**src/rtl/wb_pkg.sv**
```systemverilog
// rtl/wb_pkg.sv - shared types and defaults for the write-back retirement queue
//
// Purpose: default geometry, the PC register index and the entry layout shared
// by the retirement queue, its forwarding matcher and the bench model.
// Ports: none (package).
package wb_pkg;

  localparam int DEF_DEPTH  = 4;
  localparam int DEF_DATA_W = 32;
  localparam int DEF_ADDR_W = 4;

  // r15 is the PC; it is never held in the register file.
  localparam logic [DEF_ADDR_W-1:0] PC_IDX = 4'd15;

  // One queue entry at the default geometry.
  typedef struct packed {
    logic [DEF_ADDR_W-1:0] dest;
    logic [DEF_DATA_W-1:0] data;
    logic                  is_load;
    logic                  data_ok;
  } wb_entry_t;

endpackage

```
**src/rtl/wb_fwd_match.sv**
```systemverilog
// rtl/wb_fwd_match.sv - youngest-first forwarding lookup over queue and output register
//
// Purpose: for one source operand, find the youngest in-flight producer.
// Ports:
//   i_src                    operand register index
//   i_head                   index of the oldest queue entry
//   i_vld / i_ok             per-entry valid and data-present flags
//   i_dest / i_data          per-entry destination and data
//   i_out_vld/dest/data      output register (older than every queue entry)
//   o_hit / o_data           forwarded value is usable
//   o_pending                youngest producer is a load still waiting for data
module wb_fwd_match
  import wb_pkg::*;
#(
  parameter int DEPTH  = DEF_DEPTH,
  parameter int DATA_W = DEF_DATA_W,
  parameter int ADDR_W = DEF_ADDR_W
) (
  input  logic [ADDR_W-1:0]             i_src,
  input  logic [$clog2(DEPTH)-1:0]      i_head,
  input  logic [DEPTH-1:0]              i_vld,
  input  logic [DEPTH-1:0]              i_ok,
  input  logic [DEPTH-1:0][ADDR_W-1:0]  i_dest,
  input  logic [DEPTH-1:0][DATA_W-1:0]  i_data,
  input  logic                          i_out_vld,
  input  logic [ADDR_W-1:0]             i_out_dest,
  input  logic [DATA_W-1:0]             i_out_data,
  output logic                          o_hit,
  output logic [DATA_W-1:0]             o_data,
  output logic                          o_pending
);

  localparam int PTR_W = $clog2(DEPTH);
  localparam logic [ADDR_W-1:0] PC_REG = ADDR_W'(PC_IDX);

  logic [PTR_W-1:0] w_idx;

  // Walk oldest to youngest and let each later match overwrite the earlier
  // one, so the youngest producer wins. Valid entries are contiguous from head.
  always_comb begin
    o_hit     = 1'b0;
    o_data    = '0;
    o_pending = 1'b0;
    w_idx     = i_head;
    if (i_src != PC_REG) begin
      if (i_out_vld && (i_out_dest == i_src)) begin
        o_hit  = 1'b1;
        o_data = i_out_data;
      end
      for (int k = 0; k < DEPTH; k++) begin
        w_idx = i_head + PTR_W'(k);
        if (i_vld[w_idx] && (i_dest[w_idx] == i_src)) begin
          o_hit     = i_ok[w_idx];
          o_data    = i_ok[w_idx] ? i_data[w_idx] : '0;
          o_pending = !i_ok[w_idx];
        end
      end
    end
  end

endmodule

```
**src/rtl/wb_retire_queue.sv**
```systemverilog
// rtl/wb_retire_queue.sv - in-order write-back retirement queue with forwarding
//
// Purpose: buffers MEM-stage results in program order, waits for load data,
// retires one entry per cycle into the register-file write port.
// Optional macro: WB_PROTOCOL_CHECK_EN adds sticky output proto_err.
// Ports:
//   clk, rst (sync, active-low)
//   in_valid/in_ready, in_wb_en, in_is_load, in_dest, in_result   enqueue side
//   ld_data_valid, ld_data                                         in-order SRAM data
//   fwd_src1/2 -> fwd1/2_hit, fwd1/2_data, ld_use_stall            forwarding
//   writeBackEn, dest_wb, Result_WB                                register-file port
//   count                                                          occupancy
module wb_retire_queue
  import wb_pkg::*;
#(
  parameter int DEPTH  = DEF_DEPTH,
  parameter int DATA_W = DEF_DATA_W,
  parameter int ADDR_W = DEF_ADDR_W
) (
  input  logic                     clk,
  input  logic                     rst,
  input  logic                     in_valid,
  output logic                     in_ready,
  input  logic                     in_wb_en,
  input  logic                     in_is_load,
  input  logic [ADDR_W-1:0]        in_dest,
  input  logic [DATA_W-1:0]        in_result,
  input  logic                     ld_data_valid,
  input  logic [DATA_W-1:0]        ld_data,
  input  logic [ADDR_W-1:0]        fwd_src1,
  input  logic [ADDR_W-1:0]        fwd_src2,
  output logic                     fwd1_hit,
  output logic                     fwd2_hit,
  output logic [DATA_W-1:0]        fwd1_data,
  output logic [DATA_W-1:0]        fwd2_data,
  output logic                     ld_use_stall,
  output logic                     writeBackEn,
  output logic [ADDR_W-1:0]        dest_wb,
  output logic [DATA_W-1:0]        Result_WB,
  output logic [$clog2(DEPTH):0]   count
`ifdef WB_PROTOCOL_CHECK_EN
  ,
  output logic                     proto_err
`endif
);

  localparam int PTR_W = $clog2(DEPTH);
  localparam logic [ADDR_W-1:0] PC_REG = ADDR_W'(PC_IDX);

  logic [PTR_W-1:0]             r_head;
  logic [PTR_W-1:0]             r_tail;
  logic [PTR_W:0]               r_count;
  logic [DEPTH-1:0]             r_vld;
  // Non-loads are created with data_ok=1, so "load awaiting data" is just
  // valid && !data_ok; no separate is_load bit needs to be stored.
  logic [DEPTH-1:0]             r_ok;
  logic [DEPTH-1:0][ADDR_W-1:0] r_dest;
  logic [DEPTH-1:0][DATA_W-1:0] r_data;
  logic                         r_wb_en;
  logic [ADDR_W-1:0]            r_wb_dest;
  logic [DATA_W-1:0]            r_wb_data;

  logic                         w_accept;
  logic                         w_create;
  logic                         w_retire;
  logic                         w_fill_hit;
  logic [PTR_W-1:0]             w_fill_idx;
  logic [PTR_W-1:0]             w_scan_idx;
  logic                         w_fill_old;
  logic                         w_fill_new;
  logic                         w_pend1;
  logic                         w_pend2;

  assign in_ready = (r_count != (PTR_W+1)'(DEPTH));
  assign w_accept = in_valid && in_ready;
  assign w_create = w_accept && in_wb_en && (in_dest != PC_REG);
  // Uses registered data_ok, so a head filled this edge retires next edge.
  assign w_retire = r_vld[r_head] && r_ok[r_head];

  // Oldest load still waiting for data.
  always_comb begin
    w_fill_hit = 1'b0;
    w_fill_idx = r_head;
    w_scan_idx = r_head;
    for (int k = 0; k < DEPTH; k++) begin
      w_scan_idx = r_head + PTR_W'(k);
      if (!w_fill_hit && r_vld[w_scan_idx] && !r_ok[w_scan_idx]) begin
        w_fill_hit = 1'b1;
        w_fill_idx = w_scan_idx;
      end
    end
  end

  assign w_fill_old = ld_data_valid && w_fill_hit;
  assign w_fill_new = ld_data_valid && !w_fill_hit && w_create && in_is_load;

  always_ff @(posedge clk) begin
    if (!rst) begin
      r_head    <= '0;
      r_tail    <= '0;
      r_count   <= '0;
      r_vld     <= '0;
      r_ok      <= '0;
      r_dest    <= '0;
      r_data    <= '0;
      r_wb_en   <= 1'b0;
      r_wb_dest <= '0;
      r_wb_data <= '0;
    end else begin
      if (w_retire) begin
        r_vld[r_head] <= 1'b0;
        r_head        <= r_head + 1'b1;
        r_wb_dest     <= r_dest[r_head];
        r_wb_data     <= r_data[r_head];
      end
      r_wb_en <= w_retire;
      if (w_create) begin
        r_vld[r_tail]  <= 1'b1;
        r_dest[r_tail] <= in_dest;
        r_ok[r_tail]   <= !in_is_load || w_fill_new;
        r_data[r_tail] <= w_fill_new ? ld_data : in_result;
        r_tail         <= r_tail + 1'b1;
      end
      if (w_fill_old) begin
        r_ok[w_fill_idx]   <= 1'b1;
        r_data[w_fill_idx] <= ld_data;
      end
      r_count <= r_count + (PTR_W+1)'(w_create) - (PTR_W+1)'(w_retire);
    end
  end

`ifdef WB_PROTOCOL_CHECK_EN
  logic r_proto_err;
  logic w_drop;

  assign w_drop = ld_data_valid && !w_fill_old && !w_fill_new;

  always_ff @(posedge clk) begin
    if (!rst) begin
      r_proto_err <= 1'b0;
    end else if (w_drop || (in_valid && in_is_load && !in_wb_en)) begin
      r_proto_err <= 1'b1;
    end
  end

  assign proto_err = r_proto_err;
`endif

  wb_fwd_match #(.DEPTH(DEPTH), .DATA_W(DATA_W), .ADDR_W(ADDR_W)) u_fwd1 (
    .i_src      (fwd_src1),
    .i_head     (r_head),
    .i_vld      (r_vld),
    .i_ok       (r_ok),
    .i_dest     (r_dest),
    .i_data     (r_data),
    .i_out_vld  (r_wb_en),
    .i_out_dest (r_wb_dest),
    .i_out_data (r_wb_data),
    .o_hit      (fwd1_hit),
    .o_data     (fwd1_data),
    .o_pending  (w_pend1)
  );

  wb_fwd_match #(.DEPTH(DEPTH), .DATA_W(DATA_W), .ADDR_W(ADDR_W)) u_fwd2 (
    .i_src      (fwd_src2),
    .i_head     (r_head),
    .i_vld      (r_vld),
    .i_ok       (r_ok),
    .i_dest     (r_dest),
    .i_data     (r_data),
    .i_out_vld  (r_wb_en),
    .i_out_dest (r_wb_dest),
    .i_out_data (r_wb_data),
    .o_hit      (fwd2_hit),
    .o_data     (fwd2_data),
    .o_pending  (w_pend2)
  );

  assign ld_use_stall = w_pend1 || w_pend2;
  assign writeBackEn  = r_wb_en;
  assign dest_wb      = r_wb_dest;
  assign Result_WB    = r_wb_data;
  assign count        = r_count;

endmodule

```
**config.mk**
```make
export PLATFORM = sky130hd
export DESIGN_NAME = wb_retire_queue
export DESIGN_NICKNAME = d
export VERILOG_FILES = /design/src/rtl/wb_pkg.sv /design/src/rtl/wb_fwd_match.sv /design/src/rtl/wb_retire_queue.sv
export SDC_FILE = /design/constraint.sdc
export NUM_CORES = 1
export LEC_CHECK = 0
export CORE_UTILIZATION = 50
export DETAILED_ROUTE_END_ITERATION = 12
export PLACE_DENSITY = 0.73
export RECOVER_POWER = 50
export SYNTH_ARGS = -nofsm -noshare
export SYNTH_HDL_FRONTEND = slang
export SYNTH_SLANG_ARGS = --single-unit
```
**constraint.sdc**
```tcl
create_clock -name clk -period 10.8 [get_ports clk]
set_clock_uncertainty 0.1 [all_clocks]
set_input_delay 2.16 -clock clk [delete_from_list [all_inputs] [get_ports clk]]
set_output_delay 2.16 -clock clk [all_outputs]
set_load 0.02 [all_outputs]
```
==> run metrics <==
status=finished with violations; failing checks=max-capacitance violations, max-slew violations; largest net degree at the start of global routing=184; Power Density=101 nW/um^2; I/O pin total=190; area of the multi-input gates=11,400 sq um; FILL cells=2,891; Hold Path Depth=2; Syn Inst Count=2,098; share of post-route cells with drive strength above 1=0.104; P&R area growth vs syn=14.5%; depth of the worst register-to-register path=11; initial core utilization=0.511; r2r endpoint=r_data[12]; sum of negative setup slack=0 ns; Req. time, crit path=11.06 ns; IO Port Bufs=189; gr usage total=0.344; nets=2,207; Ys Warns=0; Final Cycle Share=0.799; Worst setup EP type=flop; most frequent cells in the layout=302 x nand2_1, 194 x dfxtp_1, 171 x nor2_1; normalized max-slew margin=-3.72; commonest non-fill, non-tap cell in the layout=nand2_1; CP Class=primary input to flop; Placer Congestion=0.999; HPWL Detailed=40,000 microns; fmax=0.116 GHz; post-synth top area cell=dfxtp_1; drt drc=0; antenna cell count=0; Final Non-Filler Cells=2,562; hold buffers post-CTS=0; CORE AREA=31,800 sq um; min-delay worst type=flop to flop; ranking of synthesized cells by area=dfxtp_1 24%, mux2i_1 10%, nand2_1 7.1%; RSZ-0062 raised after global routing=no; Num CTS Buffers=17; drt first pass iters=8; Yosys cell types=70; final WL=58,100 microns; Worst-path clk slew=0.08 ns; initial antenna violation count=0; Cell Rows=65; Max Fanout on Critical Path=183; Switching Share=0.327; Sequential Area=3930 sq um; Seq/Total Area, Yosys=0.242; r2r startpoint=r_head[0]; Final Core Density=0.585; Pleak=0.00627 uW; Worst Max-Slew Pin Slew=7.08 ns; Hold Crit Start=r_dest[15]; CTS tree=built; final hold viol count=0; die extent in x=182 microns; top-area cell type share of the netlist area=0.242; wire per inst=22.7 microns; Seq pwr share=0.426; Mapped Area=16,200 sq um; Clock Tree Buf Depth=2; die area=33,200 sq um; max cap viols=1; CTS Sinks=196; Clk Latency, worst-skew pair=0.45 ns; count of final setup violators=0; data arrival time of the critical path=8.88 ns; Final Max Tran Viols=184; critical path startpoint category=primary input; Reg2Reg Setup Slack=5.54 ns; asr flop ratio synth=0; Mean Syn Cell Area=7.74 sq um; Detail Route Antenna Nets=0; dpl ws=2.76 ns; worst vdd ir=0.117 mV; Resize count post-CTS=0; Yosys reg bits=196; placed insts=2,530; root buffer cell=clkbuf_16; Comb power frac=0.210; Hold Path End=r_dest[15]; post-CTS setup buffers=0; total grt overflow=0; vias in the first global route=14,800; first-pass GRT wire length=88,800 microns; post-DR vias/cell=6.53; Int Power=1260 uW; Final min period=8.63 ns; Initial DRC Count=2,447; Switch Pwr=614 uW; detailed-route via count=16,700; Die Span Y=182 microns; Synth Flop Type=dfxtp_1; Clock power frac=0.364; number of synthesized flops with an enable pin=0; syn nets=2,191; final worst slack=2.17 ns; H-tree depth=4
[how the worst max path moves through the flow]
stage	startpoint	end	slack (ns)	cells past startpoint
final	rst	r_data[61]	2.17	4
after floorplan	r_head[1]	fwd1_data[21]	3.96	15
after global routing	rst	r_data[37]	1.51	4
after CTS	fwd_src2[0]	fwd2_data[11]	2.76	11
after global placement	fwd_src2[0]	fwd2_data[11]	2.79	11
after detailed placement	fwd_src2[0]	fwd2_data[11]	2.76	11
[registers in the layout, indices dropped and copies added, names as in the netlist]
name,count
dest_wb,4
r_dest,16
r_vld,4
r_head,2
r_data,128
writeBackEn,1
Result_WB,32
r_tail,2
r_ok,4
count,3
[area by class of cell]
cell class / count / area share
repair buffers: 216 / 0.112
clock inverters: 14 / 0.00875
inverters: 10 / 0.00202
multi-input cells: 1673 / 0.613
flip-flops and latches: 196 / 0.211
well taps: 435 / 0.0293
clock buffers: 18 / 0.0236
[stage by stage]
step | instance area (sq um) | hold slack, ns | total power, uW
floorplan | 16200 | 0.370 | 1060
global placement | 18000 | 0.391 | 1190
detailed placement | 18000 | 0.409 | 1200
CTS | 18600 | 0.419 | 1860
global route | 18600 | 0.446 | 1930
finish | 18600 | 0.426 | 1880
[power groups by stage]
stage | registers (uW) | logic [uW] | clock network [uW]
global route | 805 | 422 | 706
CTS | 797 | 384 | 682
global placement | 811 | 374 | 0
floorplan | 801 | 257 | 0
detailed placement | 814 | 382 | 0
finish | 799 | 395 | 683
[cell families after synthesis]
family,count (synthesis),share of synthesized area
xor+xnor,46,0.0248
fa+ha+maj,11,0.00893
flops,196,0.242
simple gates,706,0.202
buf+inv,229,0.0629
mux,268,0.190
compound gates,642,0.270
[synthesized netlist by cell type (23+ instances only)]
master and count:
o211ai_1 38, o21a_1 67, a221oi_1 31, o21ai_1 60, and3_1 29, a21boi_0 29
mux2_2 75, a21oi_1 71, mux2i_1 169, nor2b_1 36, mux4_2 23, a211o_1 27
buf_2 42, xnor2_1 26, nor3_2 27, o31ai_1 70, o21ai_0 106, o22ai_1 30
nor2_1 172, nand3_1 70, clkbuf_1 140, a2111oi_1 26, a31oi_1 30, dfxtp_1 196
nand2_1 307, a311oi_1 29
[critical path, stage by stage]
cell,delay [ns]
clkbuf_1,4.85
buf_4,1.33
o21ai_0,0.21
o31ai_1,0.24
[layer usage]
metal / vias to the layer above / routed length, microns / global-route usage
met4: 0 / 727 / 0.0689
met1: 7940 / 26900 / 0.529
li1: 7729 / - / -
met5: - / 0 / 0.00741
met2: 1005 / 22900 / 0.461
met3: 61 / 7660 / 0.103
Power figures use the tool's default switching activity.
